===== config.mk =====
export PLATFORM = sky130hd
export DESIGN_NAME = compare_32b
export DESIGN_NICKNAME = d
export VERILOG_FILES = /design/src/rtl/compare_32b.sv
export SDC_FILE = /design/constraint.sdc
export NUM_CORES = 1
export LEC_CHECK = 0
export CAP_MARGIN = 20
export CORE_MARGIN = 4
export CORE_UTILIZATION = 32
export DETAILED_ROUTE_END_ITERATION = 6
export GPL_TIMING_DRIVEN = 0
export PLACE_DENSITY = 0.77
export SYNTH_ARGS = -nofsm -noshare
export SYNTH_HDL_FRONTEND = slang
export SYNTH_SLANG_ARGS = --single-unit
export TNS_END_PERCENT = 30

===== constraint.sdc =====
create_clock -name clk -period 1.4 [get_ports clk]
set_input_delay 0.14 -clock clk [delete_from_list [all_inputs] [get_ports clk]]
set_output_delay 0.14 -clock clk [all_outputs]
set_load 0.05 [all_outputs]

===== src/rtl/compare_32b.sv =====
// 32-bit magnitude comparator: eight 4-bit slice compares merged MSB-first, one register stage.
// Define COMPARE_32B_SIGNED_EN to add the signed_mode port for two's-complement compares.
module compare_32b (
  input  logic        clk,
  input  logic        rst_n,
  input  logic        in_valid,
  input  logic [31:0] A,
  input  logic [31:0] B,
`ifdef COMPARE_32B_SIGNED_EN
  input  logic        signed_mode,
`endif
  output logic        A_gt_B,
  output logic        A_lt_B,
  output logic        A_eq_B,
  output logic        out_valid
);

  logic        sign_flip;
  logic [31:0] a_cmp;
  logic [31:0] b_cmp;
  logic [7:0]  slice_gt;
  logic [7:0]  slice_eq;
  logic [7:0]  slice_hit;
  logic [8:0]  eq_above;
  logic        gt_d, lt_d, eq_d;
  logic        gt_p1_q, lt_p1_q, eq_p1_q;
  logic        vld_p1_q;

`ifdef COMPARE_32B_SIGNED_EN
  assign sign_flip = signed_mode;
`else
  assign sign_flip = 1'b0;
`endif

  // Inverting both sign bits maps two's-complement order onto unsigned order.
  assign a_cmp = {A[31] ^ sign_flip, A[30:0]};
  assign b_cmp = {B[31] ^ sign_flip, B[30:0]};

  assign eq_above[8] = 1'b1;

  genvar i;
  for (i = 0; i < 8; i++) begin : g_slice
    assign slice_gt[i]  = a_cmp[4*i +: 4] > b_cmp[4*i +: 4];
    assign slice_eq[i]  = a_cmp[4*i +: 4] == b_cmp[4*i +: 4];
    assign eq_above[i]  = eq_above[i+1] & slice_eq[i];
    assign slice_hit[i] = eq_above[i+1] & slice_gt[i];
  end

  assign gt_d = |slice_hit;
  assign eq_d = eq_above[0];
  assign lt_d = ~gt_d & ~eq_d;

  // Stage p0 -> p1: flags captured on accepted input, held otherwise.
  always_ff @(posedge clk) begin
    if (!rst_n) begin
      gt_p1_q  <= 1'b0;
      lt_p1_q  <= 1'b0;
      eq_p1_q  <= 1'b0;
      vld_p1_q <= 1'b0;
    end else begin
      vld_p1_q <= in_valid;
      if (in_valid) begin
        gt_p1_q <= gt_d;
        lt_p1_q <= lt_d;
        eq_p1_q <= eq_d;
      end
    end
  end

  assign A_gt_B    = gt_p1_q;
  assign A_lt_B    = lt_p1_q;
  assign A_eq_B    = eq_p1_q;
  assign out_valid = vld_p1_q;

endmodule


After elaboration in Yosys (flattened, before gate mapping)
Cells that the tools add are included.

Shift-type cells: 0. Multiply operators: 0. Div/mod/pow operators: 0. Equal/unequal tests: 8. Muxes and demuxes: 0. $add $sub $neg: 0. Order comparisons: 8. Reductions and logical operators: 1. Bitwise logic cells: 17.

Operators with widths (number): $eq A4 B4 Y1 (8); $gt A4 B4 Y1 (8); $and A1 B1 Y1 (15); $reduce_or A8 Y1 (1); $not A1 Y1 (2).

ROM bits: 0. Bits in latches: 0. Memories kept: 0. Logic and storage cells: 38. Memory bits (writable): 0. Output and inout bits: 4. Register bits after elaboration: 4. Bits of input ports: 67.

Logic depth before layout (Yosys ltp)
Gate-level depths: netlist (run 1).

Word-level depth: 11. Gate-level depth with buffers: 7. Mapped depth without buffers: 7.

Worst setup path before layout (run 1)
No wires, ideal clock.

Kind: in2reg. Start point: in B[23]. End point: reg lt_p1_q, in the netlist A_lt_B. Setup time: 0.116 ns. Stages on the path: 7. Buffers on the path: 0. Required time: 1.284 ns. Slack: -0.031 ns. Data arrival time: 1.314 ns. Cell sequence: inv_1 -> ha_1 -> nand4_1 -> nor3_2 -> nand4_1 -> and2_1 -> a41o_1.

Word-level cells in the longest chain between the ends: 10. Elaborated cells between the ends (all ways): 18. Classes of those cells: order compare: 1; eq/ne: 1; bitwise: 15; reduce/logical: 1.

RTL lines: from (decl) (line 8) `input logic [31:0] B,`; $eq A4 B4 Y1 (line 44) `assign slice_eq[i] = a_cmp[4*i +: 4] == b_cmp[4*i +: 4];`; $and A1 B1 Y1 (5 in a row) (line 45) `assign eq_above[i] = eq_above[i+1] & slice_eq[i];`; $and A1 B1 Y1 (line 46) `assign slice_hit[i] = eq_above[i+1] & slice_gt[i];`; $reduce_or A8 Y1 (line 49) `assign gt_d = |slice_hit;`; $not A1 Y1 (line 51) `assign lt_d = ~gt_d & ~eq_d;`; $and A1 B1 Y1 * (line 51); to (signal assigned) (line 64) `lt_p1_q <= lt_d;`; to (decl) (line 26) `logic gt_p1_q, lt_p1_q, eq_p1_q;`.

Mark *: on every way between the ends. The rest lies on a longest branch, timed or not. A chain may end at the register's enable or synchronous reset.

Worst setup path in the final report (run 1)
Start point: in A[11]. End point: reg lt_p1_q, in the netlist A_lt_B.

Word-level cells in the longest chain between the ends: 7. Elaborated cells between the ends (all ways): 12. Classes of those cells: order compare: 1; eq/ne: 1; bitwise: 9; reduce/logical: 1.

RTL lines: from (decl) (line 7) `input logic [31:0] A,`; $eq A4 B4 Y1 (line 44); $and A1 B1 Y1 (2 in a row) (line 45); $and A1 B1 Y1 (line 46); $reduce_or A8 Y1 (line 49); $not A1 Y1 (line 51); $and A1 B1 Y1 * (line 51).

Marks and branches as above.

==> results.sh, run 1 <==
export IMPL_drtIter0Drc=10
export IMPL_layout_nets=317
export IMPL_max_freq_mhz=736
export IMPL_place_gp_congestion=0.690
export IMPL_clock_sinks=4
export IMPL_ys_top_cells_by_area="ha_1, inv_1, dfxtp_1"
export IMPL_syn_area_per_cell_um2=7.64
export IMPL_ys_ff_latch=4
export IMPL_globalRouteTotalUtil=0.147
export IMPL_final_cell_mix="dlygate4sd2_1, ha_4, inv_2, clkbuf_2, buf_4"
export IMPL_drtPass1Iterations=4
export IMPL_hold_viol=0
export IMPL_p_per_area_nw_per_um2=387
export IMPL_wl_per_cell_um=12.5
export IMPL_drive_gt1_frac=0.500
export IMPL_die_x_um=64.3
export IMPL_grt_pass1_vias=1204
export IMPL_grt_setup_unrepaired="true"
export IMPL_critPathSlowestCell="ha_4"
export IMPL_synth_nets=232
export IMPL_total_power_mw=0.823
export IMPL_grt_pass1_wl_um=4950
export IMPL_setup_ws_ps=41.3
export IMPL_final_common_cell="dlygate4sd2_1"
export IMPL_ios=71
export IMPL_worstSkewPairLatency_ps=240
export IMPL_route_detailed_drc=0
export IMPL_netlist_instances=133
export IMPL_yosysTopAreaCell="ha_1"
export IMPL_dpl_hpwl_um=2330
export IMPL_max_stage_delay_ps=280
export IMPL_end_kind="flop"
export IMPL_dpl_worst_slack_ps=-666
export IMPL_ant_nets=0
export IMPL_holdPathStages=6
export IMPL_globalRouteOverflowTotal=0
export IMPL_reg2reg_depth=2
export IMPL_htreeDepth=1
export IMPL_hold_path_class="in -> reg"
export IMPL_peakVddDrop_uv=172
export IMPL_synth_top_cell_area_share=0.394
export IMPL_syn_to_final_growth_pct=109
export IMPL_crit_fanout=3
export IMPL_ys_warn_count=0
export IMPL_cts_root_buf="clkbuf_4"
export IMPL_ys_seq_area_frac=0.0788
export IMPL_start_kind="primary input"
export IMPL_maxSlewHeadroom=0.663
export IMPL_ctsLongestPathBuffers=2
export IMPL_antennaDiodeCount=0
export IMPL_core_area_um2=3050
export IMPL_required_ps=1530
export IMPL_fin_crit_ps=1360
export IMPL_cts_tree="done"
export IMPL_skew_ps=0
export IMPL_die_area_um2=4140
export IMPL_fp_row_count=20
export IMPL_fin_crit_sh=0.970
export IMPL_synth_distinct_cells=28
export IMPL_grt_start_max_net_pins=6
export IMPL_detail_route_wirelength_um=3240
export IMPL_numCtsBuffers=3
export IMPL_routed_via_density=4.70
export IMPL_via_count=1223
export IMPL_drv_slew=0
export IMPL_path_cells="dlygate4sd2_1, ha_4, and4_4, and2_4, nand4_1, and2_1, a41o_1"
export IMPL_setup_violations=0
export IMPL_netlist_area_um2=1020
export IMPL_crit_type="in -> reg"
export IMPL_worst_slew_pin_transition_ps=507
export IMPL_worstPathArrival_ps=1490
export IMPL_maxCapViolCount=0
export IMPL_die_h_um=64.3
export IMPL_outcome="finished, final reports clean"
export IMPL_clkTransAtPathRegs_ps=40
export IMPL_io_buffer_count=70
export IMPL_antenna_found_initial=0
export IMPL_p_leak_nw=0.988
export IMPL_num_fill_cells=257
export IMPL_start_util=0.333
==> cell type report <==
class	count	area (um^2)	area share
Tap cell	44	55.1	0.0259
Clock buffer	3	22.5	0.0106
Multi-Input combinational cell	94	1180	0.557
Timing Repair Buffer	80	649	0.305
Sequential cell	4	80.1	0.0377
Inverter	35	134	0.0630
==> sequential cells by signal, indices dropped and copies added, names as in the netlist <==
signal	count
A_lt_B	1
out_valid	1
A_eq_B	1
A_gt_B	1
==> per-layer routing <==
layer | share of wire | GRT usage | vias to the layer above
li1 | - | - | 633
met1 | 0.37 | 0.169 | 542
met2 | 0.54 | 0.272 | 44
met3 | 0.077 | 0.0369 | 4
met4 | 0.0068 | 0.0317 | 0
met5 | 0 | 0 | -
==> kinds of logic after synthesis <==
kind of cell | Yosys count | share of synthesized area
buffers and inverters | 35 | 0.129
flip-flops | 4 | 0.0788
AO/OA/AOI/OAI | 29 | 0.193
multiplexers | 1 | 0.00985
AND/OR/NAND/NOR | 32 | 0.195
adder cells (fa/ha/maj) | 32 | 0.394
==> where the power goes <==
| group | switching (mW) | leakage, nW | internal, mW |
|---|---|---|---|
| registers | 0.00301 | 0.0330 | 0.122 |
| logic | 0.243 | 0.941 | 0.304 |
| clock network | 0.0555 | 0.0138 | 0.0965 |
| total | 0.302 | 0.988 | 0.522 |
==> worst paths after layout <==
| kind | slack [ps] | to | from |
|---|---|---|---|
| worst max-delay path | 40 | A_lt_B | A[11] |
| worst max register to register | 620 | A_lt_B | A_lt_B |
| worst min-delay path | 490 | A_gt_B | A[23] |
| worst min register to register | 530 | A_gt_B | A_gt_B |
==> per-stage QoR <==
stage | instance area, um^2 | util | TNS (ps) | hold slack (ps) | instances
2_1_floorplan | 1030 | - | 0 | 262 | 133
3_3_place_gp | 1780 | 0.584 | -1680 | 516 | 247
3_5_place_dp | 1780 | 0.584 | -1740 | 512 | 247
4_1_cts | 2030 | 0.665 | -135 | 531 | 255
5_1_grt | 2130 | 0.696 | -63.3 | 537 | 260
6_report | 2130 | 0.696 | 0 | 489 | 260
==> critical path, delay by kind of cell <==
kind	cells	cell delay (ps)
AOI/OAI and AO/OA	1	200
adders and majority gates	1	280
buffers and inverters	1	260
and+or+nand+nor	4	620
==> synthesized netlist by cell type <==
cell,number
nor2b_1,6
nor3_2,1
a21oi_1,11
nand2_1,3
o311ai_0,1
nand3_1,1
o211ai_1,4
inv_1,35
o21ai_2,1
o21a_1,2
o21ai_0,2
ha_1,32
nor2_1,3
and4_1,3
o21ai_1,1
o221ai_1,1
mux2i_1,1
dfxtp_1,4
and3b_1,1
o31a_1,1
a211oi_1,2
nand4_1,7
or3_1,1
a311oi_2,1
a31oi_1,1
a41o_1,1
and2_1,4
nand2b_1,2
==> what timing repair did <==
item | in CTS | in global routing
hold buffers | 0 | 0
setup endpoints to repair | 7 | 3
resized for setup | 123 | 87
pin swaps | 37 | 42
hold endpoints to repair | 0 | 0
setup buffers | 5 | 5
Note: power is estimated with default switching activity, not from simulation.
==> inputs of run 2 (changes only) <==
--- a/config.mk
+++ b/config.mk
@@ -7,10 +7,10 @@
 export LEC_CHECK = 0
 export CAP_MARGIN = 20
 export CORE_MARGIN = 4
-export CORE_UTILIZATION = 32
+export CORE_UTILIZATION = 35
 export DETAILED_ROUTE_END_ITERATION = 6
 export GPL_TIMING_DRIVEN = 0
-export PLACE_DENSITY = 0.77
+export PLACE_DENSITY = 0.8
 export SYNTH_ARGS = -nofsm -noshare
 export SYNTH_HDL_FRONTEND = slang
 export SYNTH_SLANG_ARGS = --single-unit
==> constraint.sdc (replaced) <==
create_clock -name clk -period 1.3 [get_ports clk]
set_input_delay 0.13 -clock clk [delete_from_list [all_inputs] [get_ports clk]]
set_output_delay 0.13 -clock clk [all_outputs]
set_load 0.05 [all_outputs]
==> results.sh, run 2 (synthesized netlist as in run 1, its figures left out) <==
export IMPL_hold_path_class="in -> reg"
export IMPL_worst_slew_pin_transition_ps=493
export IMPL_power_switching_mw=0.387
export IMPL_place_gp_congestion=0.738
export IMPL_peakVddDrop_uv=499
export IMPL_syn_to_final_growth_pct=124
export IMPL_setup_violations=3
export IMPL_grt_pass1_wl_um=6570
export IMPL_p_leak_nw=1.06
export IMPL_final_common_cell="dlygate4sd2_1"
export IMPL_rrSetupSlack_ps=520
export IMPL_rr_startpoint="A_lt_B"
export IMPL_fp_row_count=19
export IMPL_internal_power_mw=0.615
export IMPL_antennaDiodeCount=0
export IMPL_p_clk_frac=0.177
export IMPL_hold_viol=0
export IMPL_cts_tree="done"
export IMPL_die_area_um2=3830
export IMPL_reg2reg_to="A_lt_B"
export IMPL_ctsLongestPathBuffers=2
export IMPL_max_stage_delay_ps=280
export IMPL_routed_via_density=5.41
export IMPL_required_ps=1450
export IMPL_grt_setup_unrepaired="true"
export IMPL_ios=71
export IMPL_num_fill_cells=155
export IMPL_start_kind="primary input"
export IMPL_switching_share=0.386
export IMPL_die_h_um=61.9
export IMPL_grt_pass1_vias=1588
export IMPL_worstPathArrival_ps=1640
export IMPL_final_cell_mix="dlygate4sd2_1, ha_4, inv_2, buf_4, buf_6"
export IMPL_drtPass1Iterations=4
export IMPL_reg2reg_depth=2
export IMPL_clock_sinks=4
export IMPL_skew_ps=0
export IMPL_holdPathStages=6
export IMPL_placed_area_um2=1880
export IMPL_htreeDepth=1
export IMPL_wl_per_cell_um=17.2
export IMPL_pwr_share_seq=0.134
export IMPL_total_power_mw=1.00
export IMPL_route_detailed_drc=0
export IMPL_cts_hold_buf=0
export IMPL_min_from="A[31]"
export IMPL_p_per_area_nw_per_um2=441
export IMPL_end_kind="flop"
export IMPL_setup_ws_ps=-191
export IMPL_numCtsBuffers=3
export IMPL_dpl_hpwl_um=2730
export IMPL_max_freq_mhz=671
export IMPL_ant_nets=0
export IMPL_crit_type="in -> reg"
export IMPL_io_buffer_count=70
export IMPL_path_common_cell="nand4_1"
export IMPL_cts_root_buf="clkbuf_4"
export IMPL_violations="negative setup slack"
export IMPL_drv_slew=0
export IMPL_maxSlewHeadroom=0.672
export IMPL_via_count=1391
export IMPL_maxCapViolCount=0
export IMPL_outcome="complete, but fails checks"
export IMPL_path_cells="dlygate4sd2_1, ha_4, nand4_1, nor2_2, nand4_1, and2_1, a41o_1"
export IMPL_globalRouteOverflowTotal=0
export IMPL_clkTransAtPathRegs_ps=50
export IMPL_fin_crit_sh=1.15
export IMPL_final_cell_area_um2=2270
export IMPL_worstSkewPairLatency_ps=250
export IMPL_crit_fanout=3
export IMPL_globalRouteTotalUtil=0.232
export IMPL_drtIter0Drc=59
export IMPL_comb_power_share=0.688
export IMPL_antenna_found_initial=0
export IMPL_start_util=0.368
export IMPL_critPathSlowestCell="ha_4"
export IMPL_drive_gt1_frac=0.531
export IMPL_core_area_um2=2760
export IMPL_worstHoldEndpoint="A_gt_B"
export IMPL_fin_crit_ps=1490
export IMPL_detail_route_wirelength_um=4430
export IMPL_die_x_um=61.9
export IMPL_layout_nets=327
export IMPL_grt_start_max_net_pins=6
==> run 2: changes by cell type in the layout (fill, tap and decap cells not counted), moves of 2 or more <==
| cell | delta |
|---|---|
| buf_2 | +12 |
| buf_4 | +8 |
| buf_6 | +8 |
| clkbuf_2 | -18 |
| clkdlybuf4s15_1 | -2 |
| inv_1 | +2 |
| inv_2 | -7 |
| inv_4 | +4 |
==> run 2: critical path: cells and delay by family <==
kind	cells	cell delay (ps)
AND/OR/NAND/NOR	4	770
adder cells (fa/ha/maj)	1	280
AO/OA/AOI/OAI	1	210
buffers and inverters	1	260
==> run 2: metrics by stage <==
stage                      util  hold slack (ps)  TNS [ps]  cells  setup slack (ps)
after floorplan               -              252     -48.9    133             -30.2
after global placement    0.682              528     -2250    234              -843
after detailed placement  0.682              525     -2380    234              -882
after CTS                 0.805              539      -229    253              -140
after global routing      0.824              537      -493    257              -186
final                     0.824              526      -431    257              -191
==> run 2: cell type report <==
type | instances | area [um^2] | share of cell area
clock buffers | 3 | 22.5 | 0.00992
inverters | 35 | 156 | 0.0689
multi-input cells | 94 | 1200 | 0.528
flip-flops and latches | 4 | 80.1 | 0.0353
well taps | 31 | 38.8 | 0.0171
repair buffers | 90 | 773 | 0.340
==> run 2: power by group through the flow <==
| stage | Sequential (mW) | Clock (mW) | Combinational (mW) |
|---|---|---|---|
| 2_1_floorplan | 0.162 | 0 | 0.224 |
| 3_3_place_gp | 0.136 | 0 | 0.514 |
| 3_5_place_dp | 0.137 | 0 | 0.535 |
| 4_1_cts | 0.134 | 0.162 | 0.623 |
| 5_1_grt | 0.135 | 0.196 | 0.753 |
| 6_report | 0.134 | 0.178 | 0.689 |
==> run 2: repair_timing <==
action,CTS,global route
pin swaps,46,17
hold endpoints to repair,0,0
setup buffers,16,4
gates resized for setup,206,25
setup endpoints to repair,7,3
cloned,0,0
==> run 2: routing by layer <==
layer,global-route usage,share of wire
met1,0.215,0.34
met2,0.474,0.55
met3,0.0393,0.064
met4,0.118,0.042
met5,0,0
==> run 2: worst max path at each step <==
stage,from,to,cells past startpoint
final,A[19],A_lt_B,7
after floorplan,B[26],A_lt_B,7
after global routing,A[28],A_lt_B,9
after CTS,A[21],A_lt_B,7
after detailed placement,B[26],A_lt_B,8
after global placement,B[26],A_lt_B,8
==> inputs of run 3 (changes only) <==
--- a/config.mk
+++ b/config.mk
@@ -5,6 +5,7 @@
 export SDC_FILE = /design/constraint.sdc
 export NUM_CORES = 1
 export LEC_CHECK = 0
+export ABC_CLOCK_PERIOD_IN_PS = 1300
 export CAP_MARGIN = 20
 export CORE_MARGIN = 4
 export CORE_UTILIZATION = 35
==> results of run 3 <==
The final DEF is identical to that of run 2; final timing and power are the same.
